### config.mk
export PLATFORM = sky130hd
export DESIGN_NAME = if_inst_queue
export DESIGN_NICKNAME = d
export VERILOG_FILES = /design/src/rtl/if_inst_queue.sv
export SDC_FILE = /design/constraint.sdc
export NUM_CORES = 1
export LEC_CHECK = 0
export ABC_AREA = 0
export CAP_MARGIN = 20
export CORE_MARGIN = 4
export CORE_UTILIZATION = 40
export DETAILED_ROUTE_END_ITERATION = 6
export DONT_BUFFER_PORTS = 1
export PLACE_DENSITY = 0.52
export SLEW_MARGIN = 20
export SYNTH_ARGS = -nofsm -noshare
export SYNTH_HDL_FRONTEND = slang
export SYNTH_SLANG_ARGS = --single-unit
### constraint.sdc
create_clock -name clk -period 2.8 [get_ports clk]
set_input_delay 0.56 -clock clk [delete_from_list [all_inputs] [get_ports clk]]
set_output_delay 0.56 -clock clk [all_outputs]
set_load 0.02 [all_outputs]
### src/rtl/if_inst_queue.sv
// ---------------------------------------------------------------------------
// if_inst_queue
//
// Instruction fetch queue between the PC register / instruction ROM pair and
// the IF/ID boundary. Each fetched {pc, inst} pair is captured into a small
// register-based FIFO. The oldest entry is presented first-word-fall-through
// with a valid/ready handshake. The PC register is back-pressured through
// fetch_stall while the queue is full. A redirect (flush) discards every
// buffered entry.
//
// Optional build macro:
//   IFQ_BYPASS_EN - when the queue is empty, an incoming fetch is presented
//                   on the outputs in the same cycle. If ID accepts it, the
//                   entry is consumed without being written.
//
// Ports:
//   clk         in   system clock, all state changes on rising edge
//   rst         in   synchronous active-high reset
//   in_valid    in   fetch side presents {in_pc, in_inst} this cycle
//   in_pc       in   address of fetched instruction
//   in_inst     in   fetched instruction word
//   in_ready    out  queue can accept a push this cycle
//   fetch_stall out  inverse of in_ready; PC register holds when high
//   out_valid   out  head entry valid
//   out_pc      out  head entry address (0 when not valid)
//   out_inst    out  head entry instruction (0 when not valid)
//   out_ready   in   ID stage accepts the head this cycle
//   flush       in   redirect: discard all entries
//   count       out  current occupancy, 0..DEPTH
// ---------------------------------------------------------------------------
module if_inst_queue #(
  parameter int DEPTH  = 4,
  parameter int PTR_W  = 2,
  parameter int ADDR_W = 32,
  parameter int DATA_W = 32
) (
  input  logic              clk,
  input  logic              rst,
  input  logic              in_valid,
  input  logic [ADDR_W-1:0] in_pc,
  input  logic [DATA_W-1:0] in_inst,
  output logic              in_ready,
  output logic              fetch_stall,
  output logic              out_valid,
  output logic [ADDR_W-1:0] out_pc,
  output logic [DATA_W-1:0] out_inst,
  input  logic              out_ready,
  input  logic              flush,
  output logic [PTR_W:0]    count
);

  localparam logic [PTR_W:0]   LP_FULL    = (PTR_W+1)'(DEPTH);
  localparam logic [PTR_W:0]   LP_CNT_ONE = (PTR_W+1)'(1);
  localparam logic [PTR_W-1:0] LP_PTR_ONE = PTR_W'(1);

  logic [ADDR_W-1:0] r_memPc   [DEPTH];
  logic [DATA_W-1:0] r_memInst [DEPTH];
  logic [PTR_W-1:0]  r_wrPtr;
  logic [PTR_W-1:0]  r_rdPtr;
  logic [PTR_W:0]    r_count;

  logic w_empty;
  logic w_bypass;
  logic w_bypassTake;
  logic w_push;
  logic w_pop;

  // Flags depend only on the registered occupancy, so there is no
  // combinational path from out_ready to in_ready.
  assign w_empty     = (r_count == '0);
  assign in_ready    = (r_count != LP_FULL);
  assign fetch_stall = ~in_ready;
  assign count       = r_count;

`ifdef IFQ_BYPASS_EN
  // Empty queue with a live fetch: forward it straight to ID. If ID takes it
  // now, nothing is written and the queue state is left untouched.
  assign w_bypass     = w_empty & in_valid & ~flush;
  assign w_bypassTake = w_bypass & out_ready;
`else
  assign w_bypass     = 1'b0;
  assign w_bypassTake = 1'b0;
`endif

  // A push while full is ignored even if a pop happens in the same cycle;
  // flush discards both the push and the pop.
  assign w_push = in_valid & in_ready & ~flush & ~w_bypassTake;
  assign w_pop  = ~w_empty & out_ready & ~flush;

  // Head presentation: read straight out of the register file at rd_ptr,
  // forced to zero (NOP) whenever there is nothing valid to show.
  always_comb begin
    out_valid = ~w_empty;
    out_pc    = '0;
    out_inst  = '0;
    if (w_bypass) begin
      out_valid = 1'b1;
      out_pc    = in_pc;
      out_inst  = in_inst;
    end else if (!w_empty) begin
      out_pc    = r_memPc[r_rdPtr];
      out_inst  = r_memInst[r_rdPtr];
    end
  end

  // Storage registers carry no reset; their contents are meaningless until
  // the occupancy count says an entry is live.
  always_ff @(posedge clk) begin
    if (w_push) begin
      r_memPc[r_wrPtr]   <= in_pc;
      r_memInst[r_wrPtr] <= in_inst;
    end
  end

  // Pointer and occupancy bookkeeping. Reset and flush both empty the queue;
  // pointers wrap naturally at DEPTH since DEPTH is a power of two.
  always_ff @(posedge clk) begin
    if (rst || flush) begin
      r_wrPtr <= '0;
      r_rdPtr <= '0;
      r_count <= '0;
    end else begin
      if (w_push) r_wrPtr <= r_wrPtr + LP_PTR_ONE;
      if (w_pop)  r_rdPtr <= r_rdPtr + LP_PTR_ONE;
      case ({w_push, w_pop})
        2'b10:   r_count <= r_count + LP_CNT_ONE;
        2'b01:   r_count <= r_count - LP_CNT_ONE;
        default: r_count <= r_count;
      endcase
    end
  end

endmodule

---- Word-level counts from Yosys, hierarchy flattened ----
Memory sizes are Yosys's and may differ from the RTL's. A register that Yosys moved wholly into a read port is not among the register bits.
Cells that the tools add are included.
operators by class
  $add $sub $neg .......................... 4
  equality and inequality tests ........... 3
  mux-type cells .......................... 9
  bitwise gates (word level) .............. 7
  reduce and logical (&&, ||, !) cells .... 3
operators with widths
  kind                                                 number
  2-to-1 mux 32 bit                                    2
  2-to-1 mux 2 bit                                     4
  one-hot mux 3 bit (2 select lines)                   1
  adder 2 x 1 -> 2 bit, second input constant          2
  AND 1 bit                                            4
  adder 3 x 1 -> 3 bit, second input constant          1
  zero test 3 bit                                      1
  != test 3 bit, second input constant                 1
  inverter 1 bit                                       3
  subtractor 3 x 1 -> 3 bit, second input constant     1
  equality test 2 x 1 -> 1 bit, second input constant  1
  equality test 2 bit, second input constant           1
  2-to-1 mux 1 bit                                     2
  nonzero test 2 bit                                   1
  logical OR 1 bit                                     1
storage, ports and cells
  bits in registers ....................... 7
  memory bits (writable) .................. 256
  bits of input ports ..................... 69
  output and inout bits ................... 70
  logic and storage cells ................. 31
  memories ................................ 2
memory list
  memory     depth  bits a word  rd ports  clocked after memory_dff  wr ports  RTL line  text
  r_memInst  4      32           1         1                         1         57        logic [DATA_W-1:0] r_memInst [DEPTH];
  r_memPc    4      32           1         1                         1         56        logic [ADDR_W-1:0] r_memPc [DEPTH];

---- Depth between registers and ports, before layout ----
Gate-level depths: netlist of run 1.
  depth after elaboration ................. 6
  depth in mapped cells ................... 10
  mapped depth without buffers ............ 9

---- Worst setup path before layout of run 1 ----
Ideal clock, no wire load.
  kind .................................... input to register
  from .................................... input in_valid
  to ...................................... memory r_memInst[0][0], enable pin
  library setup time ...................... 0.429 ns
  arrival time ............................ 2.473 ns
  data required time ...................... 2.371 ns
  setup slack ............................. -0.102 ns
  stages on the path ...................... 2
  buffers on the path ..................... 0
  cell sequence ........................... nor2b_1 and3_1
between the ends
  longest elaborated chain between the ends .. 4
RTL lines
  element                                 RTL line  text
  from (decl)                             39        input logic in_valid,
  AND 1 bit (2 in a row)                  87        assign w_push = in_valid & in_ready & ~flush & ~w_bypassTake;
  2-to-1 mux 1 bit                        109       if (w_push) begin
  2-to-1 mux 1 bit (not written as such)  111       r_memInst[r_wrPtr] <= in_inst;
  to (decl)                               57
Every way passes these cells.

---- Worst setup path in the final report of run 1 ----
  from .................................... register r_count[1], in the netlist count[1]
  to ...................................... output out_pc[25]
between the ends
  longest elaborated chain between the ends .. 2
RTL lines
  element                 RTL line  text
  from (decl)             60        logic [PTR_W:0] r_count;
  from (signal assigned)  126       2'b10: r_count <= r_count + LP_CNT_ONE;
  from (signal assigned)  127       2'b01: r_count <= r_count - LP_CNT_ONE;
  from (signal assigned)  128       default: r_count <= r_count;
  zero test 3 bit         70        assign w_empty = (r_count == '0);
  2-to-1 mux 32 bit       100       end else if (!w_empty) begin
  to (decl)               45        output logic [ADDR_W-1:0] out_pc,
Every way passes these cells.

==> results of run 1 <==
## flip-flops by register name, indices dropped and copies added (netlist names), named ones only
register / flops
count: 3
r_memInst: 128
r_memPc: 128
r_rdPtr: 2
r_wrPtr: 2
## per-layer routing
| metal | track usage | wire (um) | part of all wire |
|---|---|---|---|
| met3 | 0.0477 | 1540 | 0.081 |
| met4 | 0.0388 | 516 | 0.027 |
| met5 | 0 | 0 | 0 |
| met1 | 0.162 | 7240 | 0.38 |
| met2 | 0.228 | 9680 | 0.51 |
## placed cells by master, fill, tap and decap left out, types with 3 or more instances in the layout
master	count
a21oi_1	3
mux4_2	60
dfxtp_1	7
clkbuf_1	10
clkinv_1	4
and2_1	64
clkbuf_8	5
and3_4	4
buf_4	12
mux4_1	4
edfxtp_1	256
buf_12	7
xor2_1	4
inv_1	7
clkbuf_16	29
nor2_1	8
ha_1	5
## worst max path at each step
stage	to	cells past startpoint	slack (ns)
5_1_grt	out_pc[25]	3	0.03
3_3_place_gp	count[2]$_SDFFE_PP0P_	9	0.46
3_5_place_dp	count[2]$_SDFFE_PP0P_	9	0.35
6_report	out_pc[25]	3	0.15
4_1_cts	out_pc[25]	3	0.1
2_1_floorplan	count[2]$_SDFFE_PP0P_	10	0.39
## per-stage QoR
step | setup WS (ns) | std cells | cell area, um^2 | total power (uW) | util
floorplan | 0.391 | 461 | 10200 | 4670 | -
global placement | 0.458 | 785 | 10700 | 4710 | 0.425
detailed placement | 0.350 | 785 | 10700 | 4720 | 0.425
CTS | 0.0953 | 835 | 11600 | 8090 | 0.459
global route | 0.0327 | 835 | 11600 | 8270 | 0.459
finish | 0.153 | 835 | 11600 | 7970 | 0.459
## critical path, stage by stage (launching register included)
cell	delay, ns
dfxtp_1	0.42
or3_2	0.55
buf_4	0.28
and2_1	0.30
## final cells by class
class                   count  share of cell area
clock inverters             4             0.00130
repair buffers             19              0.0199
multi-input cells         166               0.187
well taps                 330              0.0357
flip-flops and latches    265               0.682
inverters                   7             0.00227
clock buffers              44              0.0720
## where the power goes
part | total, uW | switching, uW | internal, uW
sequential | 4420 | 15.0 | 4410
clock | 3340 | 1330 | 2010
combinational | 206 | 126 | 79.3
## logic make-up after synthesis
logic type,synth area share
AOI/OAI and AO/OA,0.00550
xor gates and xnor gates,0.00342
adders and majority gates,0.00806
buffers and inverters,0.0228
DFF,0.768
muxes,0.142
and+or+nand+nor,0.0497
## repair_timing
action | CTS | global route
setup buffers | 2 | 0
endpoints found under the setup margin | 24 | 0
hold buffers | 0 | 0
==> results_tabular.tex, run 1 <==
\begin{tabular}{lr}
\hline
Metric & Value \\
\hline
\multicolumn{2}{l}{\textbf{Routing}} \\
Total vias in the final route & 4391 \\
Antenna viol nets, final & 0 \\
DRC viols & 0 \\
Ratio of routed vias to standard cells & 5.26 \\
Detailed-routing iteration count for the pre-antenna-repair pass & 4 \\
Number of violations reported at the end of detailed-routing iteration 0 & 217 \\
Routed wire length per instance & 22.7 um \\
Drt total wl & 19.0 mm \\
\multicolumn{2}{l}{\textbf{Floorplanning}} \\
\# rows & 58 \\
Starting density of the core & 0.407 \\
Die outline width & 168 um \\
Chip height & 168 um \\
Core region area & 0.0252 mm\^{}2 \\
Total die area & 0.0282 mm\^{}2 \\
Count of pins on the block boundary & 139 \\
\multicolumn{2}{l}{\textbf{STA}} \\
Hold WS & 0.125 ns \\
Fmax & 0.378 GHz \\
Worst slew slack as a fraction of its limit & 0.623 \\
Measured slew at the worst slew-check pin & 0.564 ns \\
Final hold violation count & 0 \\
Setup repair after global routing missed its margin & no \\
Final min period & 2.65 ns \\
\# setup viols final & 0 \\
Count of final max-slew check failures & 0 \\
Fraction of the cycle the final worst path needs & 0.945 \\
Largest clock skew in the final design & 0.0112 ns \\
Total Negative Setup Slacks & 0 ns \\
\multicolumn{2}{l}{\textbf{Worst hold path}} \\
Hold path endpoint & r\_memPc[2][21]\$\_DFFE\_PP\_ \\
Hold\_sp & in\_pc[21] \\
Cells on Worst Hold Path & 0 \\
Worst hold-check path type & in2reg \\
\multicolumn{2}{l}{\textbf{Critical path}} \\
Critical Setup Path Class & reg2out \\
Required time at the worst-slack endpoint & 2.24 ns \\
Critical R2R Launch & count[2]\$\_SDFFE\_PP0P\_ \\
RR Endpoint & count[2]\$\_SDFFE\_PP0P\_ \\
Flop2flop setup slack & 0.35 ns \\
Largest fanout of any net on the critical path & 32 \\
Critical Path Start Type & flip-flop \\
Depth of the worst register-to-register path & 9 \\
Worst Setup End Kind & output port \\
WP data arrival & 2.09 ns \\
Launching instance or port of the critical path & count[1]\$\_SDFFE\_PP0P\_ \\
\multicolumn{2}{l}{\textbf{Layout}} \\
Number of nets in the layout & 562 \\
Fill cell count & 2132 \\
Area of the multi-input gates & 0.00216 mm\^{}2 \\
Area added between synthesis and finish & 12.8\% \\
Flip-flop and latch area & 0.00788 mm\^{}2 \\
Antenna diodes & 0 \\
Fraction of layout cells with a size suffix above 1 & 0.244 \\
\multicolumn{2}{l}{\textbf{Job}} \\
Count of maximum capacitance violations & 0 \\
\multicolumn{2}{l}{\textbf{Synth}} \\
Count of flip-flops with a built-in enable after synthesis & 256 \\
Flip-flop cell with the highest count after synthesis & edfxtp\_1 \\
Number of synthesized register bits & 265 \\
Mapped Area & 0.0102 mm\^{}2 \\
Cell with the most instances after synthesis & edfxtp\_1 \\
Nets in the synthesized netlist & 536 \\
Proportion of synthesized flip-flops having asynchronous set or reset & 0 \\
Cell type contributing the most total cell area after synthesis & edfxtp\_1 \\
Post-synthesis area per instance & 22.2 um\^{}2 \\
Synthesized instance count & 461 \\
Number of synthesis warnings & 0 \\
Proportion of synthesized chip area in sequential cells & 0.768 \\
Top-area cell type share of the netlist area & 0.751 \\
Most common library cells after synthesis & edfxtp\_1, and2\_1, mux4\_2, dfxtp\_1 \\
Largest cells by area after synthesis & edfxtp\_1, mux4\_2, and2\_1, dfxtp\_1, buf\_12 \\
Number of unique standard cell types used by synthesis & 29 \\
\multicolumn{2}{l}{\textbf{Status}} \\
Outcome & complete, no violations \\
\multicolumn{2}{l}{\textbf{Placed design}} \\
Count of input and output buffers & 0 \\
DP HPWL & 11.1 mm \\
Placer's final routability congestion estimate & 0.716 \\
\multicolumn{2}{l}{\textbf{CTS}} \\
Insertion delay to the later sink of the worst-skew pair & 0.52 ns \\
Number of H-tree levels & 1 \\
Number of clock buffers inserted by TritonCTS & 28 \\
Clock tree sinks & 265 \\
Worst-case clock buffer depth & 3 \\
Quantity of gates resized following cts & 0 \\
Clock-pin slew reported for the worst setup and hold paths after clock tree synthesis & 0.06 ns \\
Buffer cell driving the clock tree root & clkbuf\_16 \\
TritonCTS clock tree & built \\
\multicolumn{2}{l}{\textbf{Pwr}} \\
Highest ir drop seen on vdd & 515 uV \\
Lkg Pwr & 0.00359 uW \\
PwrDens & 690 mW/mm\^{}2 \\
\multicolumn{2}{l}{\textbf{Global routing}} \\
Largest net degree at the start of global routing & 65 \\
Initial antenna violation count & 0 \\
Via count of the first global-routing pass & 4901 \\
First-pass GRT wire length & 29.3 mm \\
Total GRT Usage & 0.134 \\
Residual overflow from global routing & 0 \\
\hline
\end{tabular}
No activity file was read; power rests on OpenSTA's default activity.
==> run 2: changes to the inputs <==
--- a/config.mk
+++ b/config.mk
@@ -11,8 +11,9 @@
 export CORE_UTILIZATION = 40
 export DETAILED_ROUTE_END_ITERATION = 6
 export DONT_BUFFER_PORTS = 1
+export GPL_TIMING_DRIVEN = 0
 export PLACE_DENSITY = 0.52
-export SLEW_MARGIN = 20
+export SLEW_MARGIN = 10
 export SYNTH_ARGS = -nofsm -noshare
 export SYNTH_HDL_FRONTEND = slang
 export SYNTH_SLANG_ARGS = --single-unit
==> run 2 against run 1 <==
Net effect:
- global-route usage is 0.15 points lower
- clock-buffer cell count fell by 8
- power is 3.9% higher
- first-iteration DRC count grew 17%
- final area is 1.5% higher
- clock power is 9.0% higher
- wire length decreased by 0.33%
- die area is the same
- hold slack is essentially flat
- sequential power barely moved
- flip-flop and latch count is the same
- register-to-register slack lost 0.07 ns
- largest power group unchanged
==> results_tabular.tex, run 2 (same netlist as run 1, synthesis figures left out) <==
\begin{tabular}{lr}
\hline
Metric & Value \\
\hline
\multicolumn{2}{l}{\textbf{Status}} \\
Outcome & complete, no violations \\
\multicolumn{2}{l}{\textbf{Routing}} \\
Ratio of routed vias to standard cells & 5.23 \\
Drt total wl & 18.9 mm \\
Number of violations reported at the end of detailed-routing iteration 0 & 254 \\
Total vias in the final route & 4420 \\
Antenna viol nets, final & 0 \\
DRC viols & 0 \\
Detailed-routing iteration count for the pre-antenna-repair pass & 4 \\
Routed wire length per instance & 22.4 um \\
\multicolumn{2}{l}{\textbf{Placed design}} \\
Count of input and output buffers & 0 \\
Total placed cells including tap cells & 795 \\
Placement-stage worst setup slack & 0.0103 ns \\
DP HPWL & 11.6 mm \\
Placer's final routability congestion estimate & 0.733 \\
\multicolumn{2}{l}{\textbf{Global routing}} \\
First-pass GRT wire length & 28.8 mm \\
Total GRT Usage & 0.132 \\
Largest net degree at the start of global routing & 38 \\
Via count of the first global-routing pass & 4818 \\
Residual overflow from global routing & 0 \\
Initial antenna violation count & 0 \\
\multicolumn{2}{l}{\textbf{CTS}} \\
Insertion delay to the later sink of the worst-skew pair & 0.53 ns \\
CTS hold repair buffers & 0 \\
Number of H-tree levels & 1 \\
Buffer cell driving the clock tree root & clkbuf\_16 \\
Worst-case clock buffer depth & 3 \\
Clock-pin slew reported for the worst setup and hold paths after clock tree synthesis & 0.06 ns \\
Clock tree sinks & 265 \\
Number of clock buffers inserted by TritonCTS & 27 \\
Post-CTS setup repair buffer count & 0 \\
TritonCTS clock tree & built \\
\multicolumn{2}{l}{\textbf{Layout}} \\
Fill cell count & 2082 \\
Number of nets in the layout & 569 \\
Fraction of layout cells with a size suffix above 1 & 0.268 \\
Area added between synthesis and finish & 14.6\% \\
Fin util & 0.466 \\
Post-route insts no fill & 845 \\
Area of the multi-input gates & 0.00216 mm\^{}2 \\
Flip-flop and latch area & 0.00787 mm\^{}2 \\
Highest-count cells in the layout ignoring fill and taps & edfxtp\_1, and2\_1, mux4\_2, clkbuf\_16, nor2\_1 \\
Antenna diodes & 0 \\
Most common library cell in the layout ignoring fill and taps & edfxtp\_1 \\
\multicolumn{2}{l}{\textbf{Floorplanning}} \\
\# rows & 58 \\
Die outline width & 168 um \\
Starting density of the core & 0.407 \\
Core region area & 0.0252 mm\^{}2 \\
Total die area & 0.0282 mm\^{}2 \\
Chip height & 168 um \\
Count of pins on the block boundary & 139 \\
\multicolumn{2}{l}{\textbf{Worst hold path}} \\
Worst hold-check path type & in2reg \\
\multicolumn{2}{l}{\textbf{STA}} \\
Final hold violation count & 0 \\
Fraction of the cycle the final worst path needs & 0.948 \\
Slack of the critical path & 0.146 ns \\
Setup repair after global routing missed its margin & yes \\
Worst slew slack as a fraction of its limit & 0.627 \\
Count of final max-slew check failures & 0 \\
\# setup viols final & 0 \\
Final min period & 2.65 ns \\
Fmax & 0.377 GHz \\
Measured slew at the worst slew-check pin & 0.559 ns \\
Largest clock skew in the final design & 0.0126 ns \\
\multicolumn{2}{l}{\textbf{Pwr}} \\
Highest ir drop seen on vdd & 545 uV \\
PwrDens & 706 mW/mm\^{}2 \\
Lkg Pwr & 0.00367 uW \\
\multicolumn{2}{l}{\textbf{Critical path}} \\
Critical Setup Path Class & reg2out \\
Largest fanout of any net on the critical path & 10 \\
Worst Setup End Kind & output port \\
Required time at the worst-slack endpoint & 2.24 ns \\
WP data arrival & 2.09 ns \\
Critical Path Start Type & flip-flop \\
\multicolumn{2}{l}{\textbf{Job}} \\
Count of maximum capacitance violations & 0 \\
\hline
\end{tabular}
## run 2: per-layer routing
layer  track usage  vias to the layer above  part of all wire
met3        0.0413                       26             0.075
met5             0                        -                 0
met1         0.165                     2324              0.40
li1              -                     1931                 -
met4        0.0363                        0             0.026
met2         0.225                      139              0.50
## run 2: path summary, 6_finish.rpt
path	start	to	slack, ns	cells after the start
max	flip-flop	out_inst[13]	0.15	4
max reg2reg	count[2]$_SDFFE_PP0P_	count[2]$_SDFFE_PP0P_	0.28	10
min reg2reg	r_rdPtr[0]$_SDFFE_PP0P_	r_rdPtr[0]$_SDFFE_PP0P_	0.54	2
min	in_pc[27]	r_memPc[0][27]$_DFFE_PP_	0.13	0
## run 2: timing repair
item,CTS,global route
resized for setup,9,4
endpoints found under the setup margin,64,50
pin swaps,0,0
## run 2: worst max-delay path, cell delays in order, from the launching register on
cell	delay, ns
dfxtp_1	0.30
clkbuf_2	0.31
buf_2	0.36
mux4_2	0.36
and2_1	0.25
## run 2: cell type report
type	count	area share
multi-input combinational	166	0.184
clock buffer	36	0.0639
timing repair buffer	4	0.00939
sequential	265	0.671
inverter	7	0.00224
clock inverter	14	0.0153
buffer	23	0.0190
tap	330	0.0352
## run 2: stage by stage
| stage | power (uW) | hold WS, ns | area [um^2] | TNS (ns) |
|---|---|---|---|---|
| finish | 8280 | 0.125 | 11700 | 0 |
| global route | 8600 | 0.0949 | 11700 | -0.000713 |
| detailed placement | 4730 | 0.510 | 10800 | 0 |
| CTS | 8400 | 0.0982 | 11700 | 0 |
| global placement | 4720 | 0.512 | 10700 | -45.57 |
| floorplan | 4670 | 0.485 | 10200 | 0 |
## run 2: power breakdown
| group | internal [uW] | leakage [uW] | switching [uW] |
|---|---|---|---|
| sequential | 4410 | 0.00240 | 13.6 |
| combinational | 84.8 | 0.000827 | 130 |
| clock | 2250 | 0.000448 | 1400 |
==> run 3: changes to the inputs <==
--- a/config.mk
+++ b/config.mk
@@ -12,7 +12,7 @@
 export DETAILED_ROUTE_END_ITERATION = 6
 export DONT_BUFFER_PORTS = 1
 export GPL_TIMING_DRIVEN = 0
-export PLACE_DENSITY = 0.52
+export PLACE_DENSITY = 0.5
 export SLEW_MARGIN = 10
 export SYNTH_ARGS = -nofsm -noshare
 export SYNTH_HDL_FRONTEND = slang
==> constraint.sdc (replaced) <==
create_clock -name clk -period 3.4 [get_ports clk]
set_input_delay 0.68 -clock clk [delete_from_list [all_inputs] [get_ports clk]]
set_output_delay 0.68 -clock clk [all_outputs]
set_load 0.02 [all_outputs]
==> run 3 against run 2 <==
Net effect:
- critical endpoint is now out_inst[15]
- combinational power shrank 19%
- core utilization shrank 0.29 points
- hold slack gained 0.11 ns
- wire length grew 1.3%
- sequential share of layout area grew 0.39 points
- flip-flop and latch count is the same
- sequential power shrank 18%
==> results_tabular.tex, run 3 (same netlist as run 1, synthesis figures left out) <==
\begin{tabular}{lr}
\hline
Metric & Value \\
\hline
\multicolumn{2}{l}{\textbf{Pwr}} \\
Lkg Pwr & 0.00363 uW \\
Total power & 6680 uW \\
Internal power component & 5410 uW \\
Reg power frac & 0.545 \\
Switching power share of the total & 0.190 \\
PwrDens & 573 mW/mm\^{}2 \\
Switching power & 1270 uW \\
Clock Power Share & 0.428 \\
Combinational share of power & 0.026 \\
Highest ir drop seen on vdd & 594 uV \\
\multicolumn{2}{l}{\textbf{CTS}} \\
Post-CTS setup repair buffer count & 0 \\
TritonCTS clock tree & built \\
Number of clock buffers inserted by TritonCTS & 29 \\
Worst-case clock buffer depth & 3 \\
Buffer cell driving the clock tree root & clkbuf\_16 \\
Clock-pin slew reported for the worst setup and hold paths after clock tree synthesis & 0.06 ns \\
Insertion delay to the later sink of the worst-skew pair & 0.53 ns \\
CTS hold repair buffers & 0 \\
Number of H-tree levels & 1 \\
Clock tree sinks & 265 \\
\multicolumn{2}{l}{\textbf{Critical path}} \\
Critical R2R Launch & count[2]\$\_SDFFE\_PP0P\_ \\
Flop2flop setup slack & 0.70 ns \\
Critical Setup Path Class & reg2out \\
Critical Path Start Type & flip-flop \\
RR Endpoint & count[2]\$\_SDFFE\_PP0P\_ \\
Required time at the worst-slack endpoint & 2.72 ns \\
Launching instance or port of the critical path & count[0]\$\_SDFFE\_PP0P\_ \\
End point of the critical path & out\_inst[15] \\
Largest fanout of any net on the critical path & 10 \\
WP data arrival & 2.39 ns \\
Worst Setup End Kind & output port \\
Depth of the worst register-to-register path & 10 \\
\multicolumn{2}{l}{\textbf{STA}} \\
Largest clock skew in the final design & 0.0147 ns \\
Fraction of the cycle the final worst path needs & 0.903 \\
\# setup viols final & 0 \\
Total Negative Setup Slacks & 0 ns \\
Fmax & 0.326 GHz \\
Setup repair after global routing missed its margin & no \\
Count of final max-slew check failures & 0 \\
Final min period & 3.07 ns \\
Worst slew slack as a fraction of its limit & 0.565 \\
Final hold violation count & 0 \\
Measured slew at the worst slew-check pin & 0.652 ns \\
Hold WS & 0.239 ns \\
\multicolumn{2}{l}{\textbf{Global routing}} \\
Via count of the first global-routing pass & 4965 \\
Initial antenna violation count & 0 \\
Largest net degree at the start of global routing & 37 \\
First-pass GRT wire length & 29.6 mm \\
Residual overflow from global routing & 0 \\
Total GRT Usage & 0.136 \\
\multicolumn{2}{l}{\textbf{Layout}} \\
Fill cell count & 2097 \\
Highest-count cells in the layout ignoring fill and taps & edfxtp\_1, and2\_1, mux4\_2, clkbuf\_16, clkbuf\_1 \\
Antenna diodes & 0 \\
Flip-flop and latch area & 0.00787 mm\^{}2 \\
Fraction of layout cells with a size suffix above 1 & 0.236 \\
Area of the multi-input gates & 0.00216 mm\^{}2 \\
Area added between synthesis and finish & 13.8\% \\
Number of nets in the layout & 571 \\
Most common library cell in the layout ignoring fill and taps & edfxtp\_1 \\
\multicolumn{2}{l}{\textbf{Floorplanning}} \\
Chip height & 168 um \\
Starting density of the core & 0.407 \\
Total die area & 0.0282 mm\^{}2 \\
\# rows & 58 \\
Die outline width & 168 um \\
Core region area & 0.0252 mm\^{}2 \\
Count of pins on the block boundary & 139 \\
\multicolumn{2}{l}{\textbf{Routing}} \\
Detailed-routing iteration count for the pre-antenna-repair pass & 6 \\
Antenna viol nets, final & 0 \\
Total vias in the final route & 4397 \\
DRC viols & 0 \\
Number of violations reported at the end of detailed-routing iteration 0 & 283 \\
Ratio of routed vias to standard cells & 5.19 \\
Drt total wl & 19.2 mm \\
Routed wire length per instance & 22.6 um \\
\multicolumn{2}{l}{\textbf{Placed design}} \\
Placer's final routability congestion estimate & 0.685 \\
Count of input and output buffers & 0 \\
DP HPWL & 11.5 mm \\
\multicolumn{2}{l}{\textbf{Job}} \\
Count of maximum capacitance violations & 0 \\
\multicolumn{2}{l}{\textbf{Worst hold path}} \\
Worst hold-check path type & in2reg \\
\multicolumn{2}{l}{\textbf{Status}} \\
Outcome & complete, no violations \\
\hline
\end{tabular}
## run 3: critical path: stages, from the launching register on
cell and delay (ns):
dfxtp_1 0.60, or3_1 0.21, clkbuf_2 0.26, clkbuf_1 0.42
and2_1 0.36
## run 3: stage by stage
stage | setup WS, ns | area (um^2) | util | instances
detailed placement | 0.503 | 10800 | 0.428 | 795
finish | 0.329 | 11700 | 0.463 | 848
floorplan | 0.378 | 10200 | - | 461
global placement | -1.03 | 10700 | 0.423 | 791
global route | 0.120 | 11700 | 0.463 | 848
CTS | 0.163 | 11700 | 0.463 | 848
## run 3: area by class of cell
| type | instances | area share |
|---|---|---|
| Sequential cell | 265 | 0.675 |
| Multi-Input combinational cell | 166 | 0.185 |
| Clock buffer | 37 | 0.0648 |
| Tap cell | 330 | 0.0354 |
| Buffer | 23 | 0.0179 |
| Clock inverter | 16 | 0.0106 |
| Timing Repair Buffer | 4 | 0.00880 |
| Inverter | 7 | 0.00225 |
## run 3: per-layer routing
| metal | up-vias | GRT usage | share of wire |
|---|---|---|---|
| met5 | - | 0 | 0 |
| met4 | 0 | 0.0303 | 0.015 |
| met3 | 22 | 0.0453 | 0.080 |
| met2 | 125 | 0.235 | 0.51 |
| met1 | 2316 | 0.168 | 0.39 |
| li1 | 1934 | - | - |
## run 3: power groups by stage
| stage | registers [uW] | logic (uW) | clock network (uW) |
|---|---|---|---|
| after floorplan | 3710 | 135 | 0 |
| after global placement | 3710 | 173 | 0 |
| after detailed placement | 3710 | 181 | 0 |
| after CTS | 3640 | 182 | 2960 |
| after global routing | 3650 | 192 | 3120 |
| final | 3640 | 175 | 2860 |
## run 3: how the worst min path moves through the flow
stage | start | endpoint | depth (start not counted)
final | in_pc[16] | r_memPc[2][16]$_DFFE_PP_ | 0
after global routing | in_pc[16] | r_memPc[2][16]$_DFFE_PP_ | 0
after CTS | in_inst[25] | r_memInst[1][25]$_DFFE_PP_ | 0
after detailed placement | r_rdPtr[0]$_SDFFE_PP0P_ | flip-flop | 2
after global placement | r_rdPtr[0]$_SDFFE_PP0P_ | r_rdPtr[0]$_SDFFE_PP0P_ | 2
after floorplan | r_rdPtr[1]$_SDFFE_PP0P_ | flip-flop | 2
## run 3: timing repair
action / in CTS / in global routing
endpoints found under the hold margin: 0 / 0
gates resized for setup: 1 / 0
endpoints found under the setup margin: 34 / 0
